$ cat src/rtl/ultrasonic_ranger_if.sv
// Pin/result bundle between the ultrasonic ranger and its sensor/consumer side.
// The slave modport is the ranger itself; the master modport is whoever drives the requests and echo.
interface ultrasonic_ranger_if #(
    parameter int DATA_W = 9
);
    logic              start;
    logic              continuous;
    logic              echo;
    logic              trig;
    logic              busy;
    logic              valid;
    logic              timeout;
    logic [DATA_W-1:0] data;

    modport master (
        output start, continuous, echo,
        input  trig, busy, valid, timeout, data
    );

    modport slave (
        input  start, continuous, echo,
        output trig, busy, valid, timeout, data
    );
endinterface

$ cat src/rtl/ultrasonic_ranger.sv
// Pulse-echo ultrasonic ranging controller: trigger, echo-width measurement in us,
// on-the-fly conversion to cm, timeout detection and single/continuous operation.
module ultrasonic_ranger #(
    parameter int CLKS_PER_US = 50,
    parameter int TRIG_US     = 10,
    parameter int US_PER_CM   = 58,
    parameter int MAX_US      = 30000,
    parameter int HOLDOFF_US  = 60000,
    parameter int DATA_W      = 9
) (
    input  logic                clk,
    input  logic                reset,
    ultrasonic_ranger_if.slave  bus
);
    localparam int MAX_A   = (MAX_US > HOLDOFF_US) ? MAX_US : HOLDOFF_US;
    localparam int MAX_ALL = (MAX_A > TRIG_US) ? MAX_A : TRIG_US;
    localparam int US_W    = $clog2(MAX_ALL + 1);
    localparam int PRE_W   = $clog2(CLKS_PER_US);
    localparam int SUB_W   = (US_PER_CM > 1) ? $clog2(US_PER_CM) : 1;

    typedef enum logic [2:0] {
        IDLE,
        TRIG,
        WAIT_RISE,
        MEASURE,
        HOLDOFF
    } state_t;

    state_t            state_q, state_d;
    logic [PRE_W-1:0]  pre_q, pre_d;
    logic [US_W-1:0]   us_q, us_d;
    logic [SUB_W-1:0]  sub_q, sub_d;
    logic [DATA_W-1:0] cm_q, cm_d;
    logic              sync1_q, sync2_q, echo_prev_q;
    logic              trig_q, trig_d;
    logic              busy_q, busy_d;
    logic              valid_q, valid_d;
    logic              timeout_q, timeout_d;
    logic [DATA_W-1:0] data_q, data_d;
    logic              have_result_q, have_result_d;

    logic us_tick;
    logic echo_rise;
    logic echo_fall;
    logic us_at_max;

    always_comb begin
        us_tick   = (pre_q == PRE_W'(CLKS_PER_US - 1));
        echo_rise = sync2_q & ~echo_prev_q;
        echo_fall = ~sync2_q & echo_prev_q;
        us_at_max = us_tick && (us_q == US_W'(MAX_US - 1));

        state_d       = state_q;
        data_d        = data_q;
        timeout_d     = timeout_q;
        valid_d       = 1'b0;
        have_result_d = have_result_q;

        // cm_d includes the tick landing in the current cycle, so a fall seen here reports it
        sub_d = sub_q;
        cm_d  = cm_q;
        if (state_q == MEASURE && us_tick) begin
            if (sub_q == SUB_W'(US_PER_CM - 1)) begin
                sub_d = '0;
                if (cm_q != '1) begin
                    cm_d = cm_q + DATA_W'(1);
                end
            end else begin
                sub_d = sub_q + SUB_W'(1);
            end
        end

        case (state_q)
            IDLE: begin
                if (bus.start || (bus.continuous && have_result_q)) begin
                    state_d = TRIG;
                end
            end
            TRIG: begin
                if (us_tick && us_q == US_W'(TRIG_US - 1)) begin
                    state_d = WAIT_RISE;
                end
            end
            WAIT_RISE: begin
                if (echo_rise) begin
                    state_d = MEASURE;
                end else if (us_at_max) begin
                    state_d       = HOLDOFF;
                    data_d        = '1;
                    timeout_d     = 1'b1;
                    valid_d       = 1'b1;
                    have_result_d = 1'b1;
                end
            end
            MEASURE: begin
                // A fall coinciding with the limit still counts as a good echo
                if (echo_fall) begin
                    state_d       = HOLDOFF;
                    data_d        = cm_d;
                    timeout_d     = 1'b0;
                    valid_d       = 1'b1;
                    have_result_d = 1'b1;
                end else if (us_at_max) begin
                    state_d       = HOLDOFF;
                    data_d        = '1;
                    timeout_d     = 1'b1;
                    valid_d       = 1'b1;
                    have_result_d = 1'b1;
                end
            end
            HOLDOFF: begin
                if (us_tick && us_q == US_W'(HOLDOFF_US - 1)) begin
                    state_d = IDLE;
                end
            end
            default: state_d = IDLE;
        endcase

        if (state_d != state_q || state_q == IDLE) begin
            pre_d = '0;
            us_d  = '0;
            sub_d = '0;
            cm_d  = '0;
        end else begin
            pre_d = us_tick ? '0 : pre_q + PRE_W'(1);
            us_d  = us_tick ? us_q + US_W'(1) : us_q;
        end

        trig_d = (state_d == TRIG);
        busy_d = (state_d != IDLE);
    end

    always_ff @(posedge clk or posedge reset) begin
        if (reset) begin
            state_q       <= IDLE;
            pre_q         <= '0;
            us_q          <= '0;
            sub_q         <= '0;
            cm_q          <= '0;
            sync1_q       <= 1'b0;
            sync2_q       <= 1'b0;
            echo_prev_q   <= 1'b0;
            trig_q        <= 1'b0;
            busy_q        <= 1'b0;
            valid_q       <= 1'b0;
            timeout_q     <= 1'b0;
            data_q        <= '0;
            have_result_q <= 1'b0;
        end else begin
            state_q       <= state_d;
            pre_q         <= pre_d;
            us_q          <= us_d;
            sub_q         <= sub_d;
            cm_q          <= cm_d;
            sync1_q       <= bus.echo;
            sync2_q       <= sync1_q;
            echo_prev_q   <= sync2_q;
            trig_q        <= trig_d;
            busy_q        <= busy_d;
            valid_q       <= valid_d;
            timeout_q     <= timeout_d;
            data_q        <= data_d;
            have_result_q <= have_result_d;
        end
    end

    assign bus.trig    = trig_q;
    assign bus.busy    = busy_q;
    assign bus.valid   = valid_q;
    assign bus.timeout = timeout_q;
    assign bus.data    = data_q;
endmodule

$ cat src/flat_wrapper.sv
// flat-port wrapper written by rule: the top's interface ports become plain ports
module ultrasonic_ranger_flat 
#(
    parameter int CLKS_PER_US = 50,
    parameter int TRIG_US     = 10,
    parameter int US_PER_CM   = 58,
    parameter int MAX_US      = 30000,
    parameter int HOLDOFF_US  = 60000,
    parameter int DATA_W      = 9
)
  (clk, reset, bus_start, bus_continuous, bus_echo, bus_trig, bus_busy, bus_valid, bus_timeout, bus_data);
  ultrasonic_ranger_if #(.DATA_W(DATA_W)) bus_i ();
  input  logic clk;
  input  logic reset;
  input wire logic [$bits(bus_i.start)-1:0] bus_start;
  input wire logic [$bits(bus_i.continuous)-1:0] bus_continuous;
  input wire logic [$bits(bus_i.echo)-1:0] bus_echo;
  output wire logic [$bits(bus_i.trig)-1:0] bus_trig;
  output wire logic [$bits(bus_i.busy)-1:0] bus_busy;
  output wire logic [$bits(bus_i.valid)-1:0] bus_valid;
  output wire logic [$bits(bus_i.timeout)-1:0] bus_timeout;
  output wire logic [$bits(bus_i.data)-1:0] bus_data;
  assign bus_i.start = bus_start;
  assign bus_i.continuous = bus_continuous;
  assign bus_i.echo = bus_echo;
  assign bus_trig = bus_i.trig;
  assign bus_busy = bus_i.busy;
  assign bus_valid = bus_i.valid;
  assign bus_timeout = bus_i.timeout;
  assign bus_data = bus_i.data;
  ultrasonic_ranger #(.CLKS_PER_US(CLKS_PER_US), .TRIG_US(TRIG_US), .US_PER_CM(US_PER_CM), .MAX_US(MAX_US), .HOLDOFF_US(HOLDOFF_US), .DATA_W(DATA_W)) u_core (.clk(clk), .reset(reset), .bus(bus_i));
endmodule
$ cat config.mk
export PLATFORM = sky130hd
export DESIGN_NAME = ultrasonic_ranger_flat
export DESIGN_NICKNAME = d
export VERILOG_FILES = /design/src/rtl/ultrasonic_ranger_if.sv /design/src/rtl/ultrasonic_ranger.sv /design/src/flat_wrapper.sv
export SDC_FILE = /design/constraint.sdc
export NUM_CORES = 1
export LEC_CHECK = 0
export ABC_AREA = 1
export CAP_MARGIN = 5
export CORE_ASPECT_RATIO = 1.75
export CORE_MARGIN = 2
export CORE_UTILIZATION = 68
export CTS_CLUSTER_DIAMETER = 50
export DETAILED_ROUTE_END_ITERATION = 12
export DONT_BUFFER_PORTS = 1
export PLACE_DENSITY = 0.85
export SLEW_MARGIN = 20
export SYNTH_ARGS = -nofsm -noshare
export SYNTH_HDL_FRONTEND = slang
export SYNTH_SLANG_ARGS = --single-unit
$ cat constraint.sdc
create_clock -name clk -period 3.22 [get_ports clk]
set_clock_uncertainty 0.2 [all_clocks]
set_input_delay 0.483 -clock clk [delete_from_list [all_inputs] [get_ports clk]]
set_output_delay 0.483 -clock clk [all_outputs]
set_load 0.005 [all_outputs]
; Word level (Yosys, flattened, before mapping)
; Cells that the tools add are included.
[totals]
reg_bits = 57
output_inout_bits = 13
[classes]
n_addsub = 4
reduce_logical = 13
bitwise_logic = 4
n_mux = 34
eq_ne = 13
[ops]
columns = cell, n
row1 = $mux W9, 7
row2 = $mux W16, 2
row3 = $mux W6, 5
row4 = $mux W3, 6
row5 = $pmux W9 S2, 1
row6 = $add A16 B1 Y16 const B, 1
row7 = $eq A16 B15 Y1 const B, 1
row8 = $eq A16 B16 Y1 const B, 1
row9 = $eq A16 B4 Y1 const B, 1
row10 = $pmux W3 S5, 1
row11 = $add A6 B1 Y6 const B, 2
row12 = $eq A6 B6 Y1 const B, 2
row13 = $add A9 B1 Y9 const B, 1
row14 = $mux W1, 9
row15 = $ne A9 B9 Y1 const B, 1
row16 = $eq A3 B1 Y1 const B, 2
row17 = $eq A3 B2 Y1 const B, 2
row18 = $pmux W1 S2, 3
row19 = $reduce_bool A2 Y1, 3
row20 = $logic_and A1 B1 Y1, 5
row21 = $eq A3 B3 Y1 const B, 1
row22 = $logic_not A3 Y1, 1
row23 = $ne A3 B3 Y1, 1
row24 = $reduce_bool A3 Y1, 1
row25 = other kinds (5), 8

; Logic depth before layout (Yosys ltp)
[depth]
depth_word = 8
depth_mapped = 12
mapped_depth_nobuf = 12

; Worst setup path after synthesis
; Ideal clock, no wire load.
[synth_path]
path_kind = register to register
startpoint = register u_core.pre_q[1]
endpoint = register u_core.data_q[0] (netlist: u_core.bus.data[0])
arrival_time_ps = 1588
required_ps = 2907
path_buffers = 0
setup_slack_ps = 1319
synth_period_minus_slack_ps = 1901
stages_incl_launch_ff = 12
path_cell_list = dfrtp_1 -> inv_1 -> ha_1 -> nand3_1 -> nor2_4 -> nand2_2 -> nor2_4 -> nand2_1 -> xor2_1 -> nand2_1 -> nand2_1 -> inv_1
[synth_via]
elab_chain_cells = 5
word_cells_on_any_way = 8
classes_between = eq/ne: 1 / mux: 5 / reduce/logical: 2
[synth_lines]
columns = item, line_no
row1 = from (decl), ultrasonic_ranger.sv:30  ; logic [PRE_W-1:0] pre_q, pre_d;
row2 = from (signal assigned), ultrasonic_ranger.sv:151  ; pre_q <= pre_d;
row3 = $eq A6 B6 Y1 (*), ultrasonic_ranger.sv:48  ; us_tick = (pre_q == PRE_W'(CLKS_PER_US - 1));
row4 = "$logic_and A1 B1 Y1, on equally long branches", "ultrasonic_ranger.sv:51, ultrasonic_ranger.sv:62"
row5 = "$mux W9, on equally long branches (2 in series)", --
row6 = $pmux W9 S2 (*), ultrasonic_ranger.sv:73  ; case (state_q)
row7 = to (signal assigned), ultrasonic_ranger.sv:162  ; data_q <= data_d;
row8 = to (decl), ultrasonic_ranger.sv:39  ; logic [DATA_W-1:0] data_q, data_d;
; Every way passes the cells marked *; elsewhere a longest branch is shown, timed or not. The select of a mux whose other input is x is not followed.
; A chain may end at the register's enable or synchronous reset.

; Worst setup path after layout
[layout_path]
startpoint = register u_core.pre_q[1]
endpoint = register u_core.data_q[1] (netlist: u_core.bus.data[1])
; The elaborated chain is that of the path after synthesis.

==> impl_metrics.py <==
metrics = {
    "logic_synthesis": {
        "synth_top_family_by_area": "simple AND/OR/NAND/NOR gates",
        "syn_inst": 391,
        "ys_seq_area_share_pct": 44.10,
        "synthXorXnorAreaFrac_pct": 4.333,
        "netlist.top_cell.by_area": "dfrtp_1",
        "yosysTopAreaCellShare_pct": 44.10,
        "syn_area_per_cell_um2": 8.272,
        "netlist_area_mm2": 0.003234,
        "synth_nets": 403,
        "ys_ff_latch": 57,
        "synth.area.top_cells": "dfrtp_1 (44%), nand2_1 (8.9%), nor2_2 (6.6%)",
        "muxShareOfSynthArea_pct": 0,
        "yosys.area_share.simple_pct": 35.94,
        "synth_cell_types": 35,
        "yosys_warnings": 0,
        "synth-compound-area-share_pct": 4.720,
        "synthAdderAreaFrac_pct": 2.708,
    },
    "global_routing": {
        "antenna_found_initial": 0,
        "track_usage_pct": 25.17,
        "grt_first_pass_wirelength_mm": 10.46,
        "grt_pass1_vias": 2515,
        "grt_max_degree": 58,
        "grt.overflow.total": 0,
    },
    "clocking": {
        "clock_latency_ns": 0.33,
        "htree_levels": 3,
        "cts_max_path_buffers": 2,
        "cts_tree": "done",
        "cts_setup_buffers": 0,
        "clock_sinks": 57,
        "clkTransAtPathRegs_ns": 0.06,
        "cts-root-buf": "clkbuf_8",
        "numCtsBuffers": 9,
    },
    "route": {
        "routed_wl_mm": 6.083,
        "drt_iter0_markers": 62,
        "drc": 0,
        "ant_nets": 0,
        "vias_per_cell": 5.465,
        "first_pass_iters": 4,
        "via_count": 2492,
        "wire_per_inst_um": 13.34,
    },
    "sta": {
        "rsz0062_at_grt": "no",
        "fin_crit_ns": 2.388,
        "max_slew_margin_pct": 52.45,
        "fin_crit_sh_pct": 74.15,
        "fin_tns_setup_ns": 0,
        "timing.final.hold_violations": 0,
        "clock.fmax_ghz": 0.4188,
        "final_max_slew_viol_count": 0,
        "worst_pin_slew_ns": 0.7133,
        "report.final.setup_viol": 0,
    },
    "placed_design": {
        "dpl.hpwl_mm": 4.194,
        "port_buffers": 0,
        "place_congestion": 0.8286,
    },
    "pwr": {
        "p_leak_nw": 1.625,
        "total_power_w": 0.001365,
        "pwr-share-seq_pct": 52.7,
        "p_int_w": 0.001073,
        "p_sw_share_pct": 21.40,
        "clkPwrFrac_pct": 46.0,
        "p_switching_w": 0.0002922,
        "ir_drop_uv": 410.4,
        "combPwrFrac_pct": 1.3,
        "power_density_mw_per_mm2": 397.7,
    },
    "worst_setup_path": {
        "slowest_delay_ns": 0.39,
        "worstSetupPathType": "flip-flop to flip-flop",
        "path_max_fanout": 13,
        "end_kind": "flip-flop",
        "crit_chain": "inv_1 > ha_1 > nand3_1 > nor2_4 > nand2_2 > nor2_4 > nand2_1 > o21ai_2 > nand2_1 > o21ai_0 > inv_1",
        "arrival_ns": 2.41,
        "cp_top_family": "simple AND/OR/NAND/NOR gates",
        "startpoint_type": "flip-flop",
        "required_ns": 3.25,
        "crit_buf_inv": 2,
        "cp_slowest_cell": "dfrtp_1",
    },
    "finish": {
        "area.growth.synth_to_final_pct": 6.151,
        "post_route_cells_drive_above_1_share_pct": 19.80,
        "antenna_cells": 0,
        "layout_commonest_cell": "nand2_1",
        "num-nets-final": 411,
        "final_cell_mix": "nand2_1 (77), dfrtp_1 (57), inv_1 (47), nor2_1 (47), nor2_2 (34)",
    },
    "outcome": {
        "status": "complete, no violations",
    },
    "min_path": {
        "hold_class": "input port to async pin",
    },
    "floorplanning": {
        "placementRows": 33,
        "initial_core_util_pct": 69.94,
        "die_w_um": 56.14,
        "die_h_um": 95.24,
        "num_io_pins": 18,
        "coreArea_mm2": 0.004624,
        "dieArea_mm2": 0.005346,
    },
    "flow_run": {
        "drv_cap": 0,
    },
}
Yosys cell counts:
master / count
a21oi_1: 14
a31oi_2: 1
and2_1: 1
and3_1: 1
and3_2: 1
buf_12: 2
buf_6: 1
buf_8: 1
clkbuf_1: 1
clkinv_1: 1
dfrtp_1: 57
ha_1: 7
inv_1: 48
inv_2: 3
nand2_1: 77
nand2_2: 5
nand3_1: 26
nand3_2: 1
nand3_4: 3
nand3b_1: 3
nand4_1: 5
nand4_2: 1
nor2_1: 47
nor2_2: 34
nor2_4: 4
nor2_8: 2
nor3_1: 9
o21ai_0: 6
o21ai_1: 2
o21ai_2: 1
o21bai_1: 2
o22ai_1: 1
or2_2: 7
xnor2_1: 4
xor2_1: 12
registers in the layout, indices dropped and copies added (netlist names):
register and flops:
u_core.bus.busy 1, u_core.bus.data 9, u_core.bus.timeout 1, u_core.bus.trig 1
u_core.bus.valid 1, u_core.cm_q 9, u_core.echo_prev_q 1, u_core.have_result_q 1
u_core.pre_q 6, u_core.state_q 3, u_core.sub_q 6, u_core.sync1_q 1
u_core.sync2_q 1, u_core.us_q 16
power by group through the flow:
stage                     clock network, W   logic, W  registers (W)
after floorplan                          0  0.0000123       0.000732
after global placement                   0  0.0000171       0.000732
after detailed placement                 0  0.0000174       0.000732
after CTS                         0.000640  0.0000183       0.000719
after global routing              0.000670  0.0000206       0.000719
final                             0.000629  0.0000175       0.000719
final timing paths:
| kind | startpoint | end | slack, ns | cells past startpoint |
|---|---|---|---|---|
| setup / recovery | u_core.pre_q[1] | u_core.bus.data[1] | 0.83 | 11 |
| hold / removal | reset | u_core.sub_q[4] | 0.01 | 2 |
| setup reg to reg | u_core.pre_q[1] | u_core.bus.data[1] | 0.83 | 11 |
| hold reg to reg | u_core.sync1_q | u_core.sync2_q | 0.15 | 0 |
| max in group asynchronous | reset | u_core.pre_q[4] | 2.31 | 2 |
| min in group clk | u_core.sync1_q | u_core.sync2_q | 0.15 | 0 |
timing repair:
item,4_1_cts,5_1_grt
hold buffers,1,0
resized for setup,0,0
endpoints found under the hold margin,1,0
layer usage:
layer,part of all wire [%],track usage (%)
met1,40,25.78
met2,53,44.71
met3,3.4,6.513
met4,3.4,16.47
met5,0,0
final cells by class:
type | instances | area, um2
multi-input combinational | 277 | 1543
clock inverter | 6 | 58.81
inverter | 52 | 195.2
clock buffer | 10 | 127.6
tap | 52 | 65.06
fill | 345 | 1191
timing repair buffer | 2 | 17.52
sequential | 57 | 1426
kinds of logic after synthesis:
group / Yosys count
xor gates and xnor gates: 16
adders and majority gates: 7
and+or+nand+nor: 227
DFF: 57
AOI/OAI and AO/OA: 27
buffers and inverters: 57
per-stage QoR:
| step | area, um2 | cells | hold slack (ns) | setup WS, ns | util (%) |
|---|---|---|---|---|---|
| after floorplan | 3234 | 391 | 0.1312 | 1.137 | - |
| after global placement | 3237 | 439 | 0.1315 | 0.9500 | 69.99 |
| after detailed placement | 3237 | 439 | 0.1347 | 0.8332 | 69.99 |
| after CTS | 3433 | 456 | 0.03792 | 0.8107 | 74.24 |
| after global routing | 3433 | 456 | 0.07460 | 0.5231 | 74.24 |
| final | 3433 | 456 | 0.01110 | 0.8325 | 74.24 |
(Power assumes the default switching activity.)
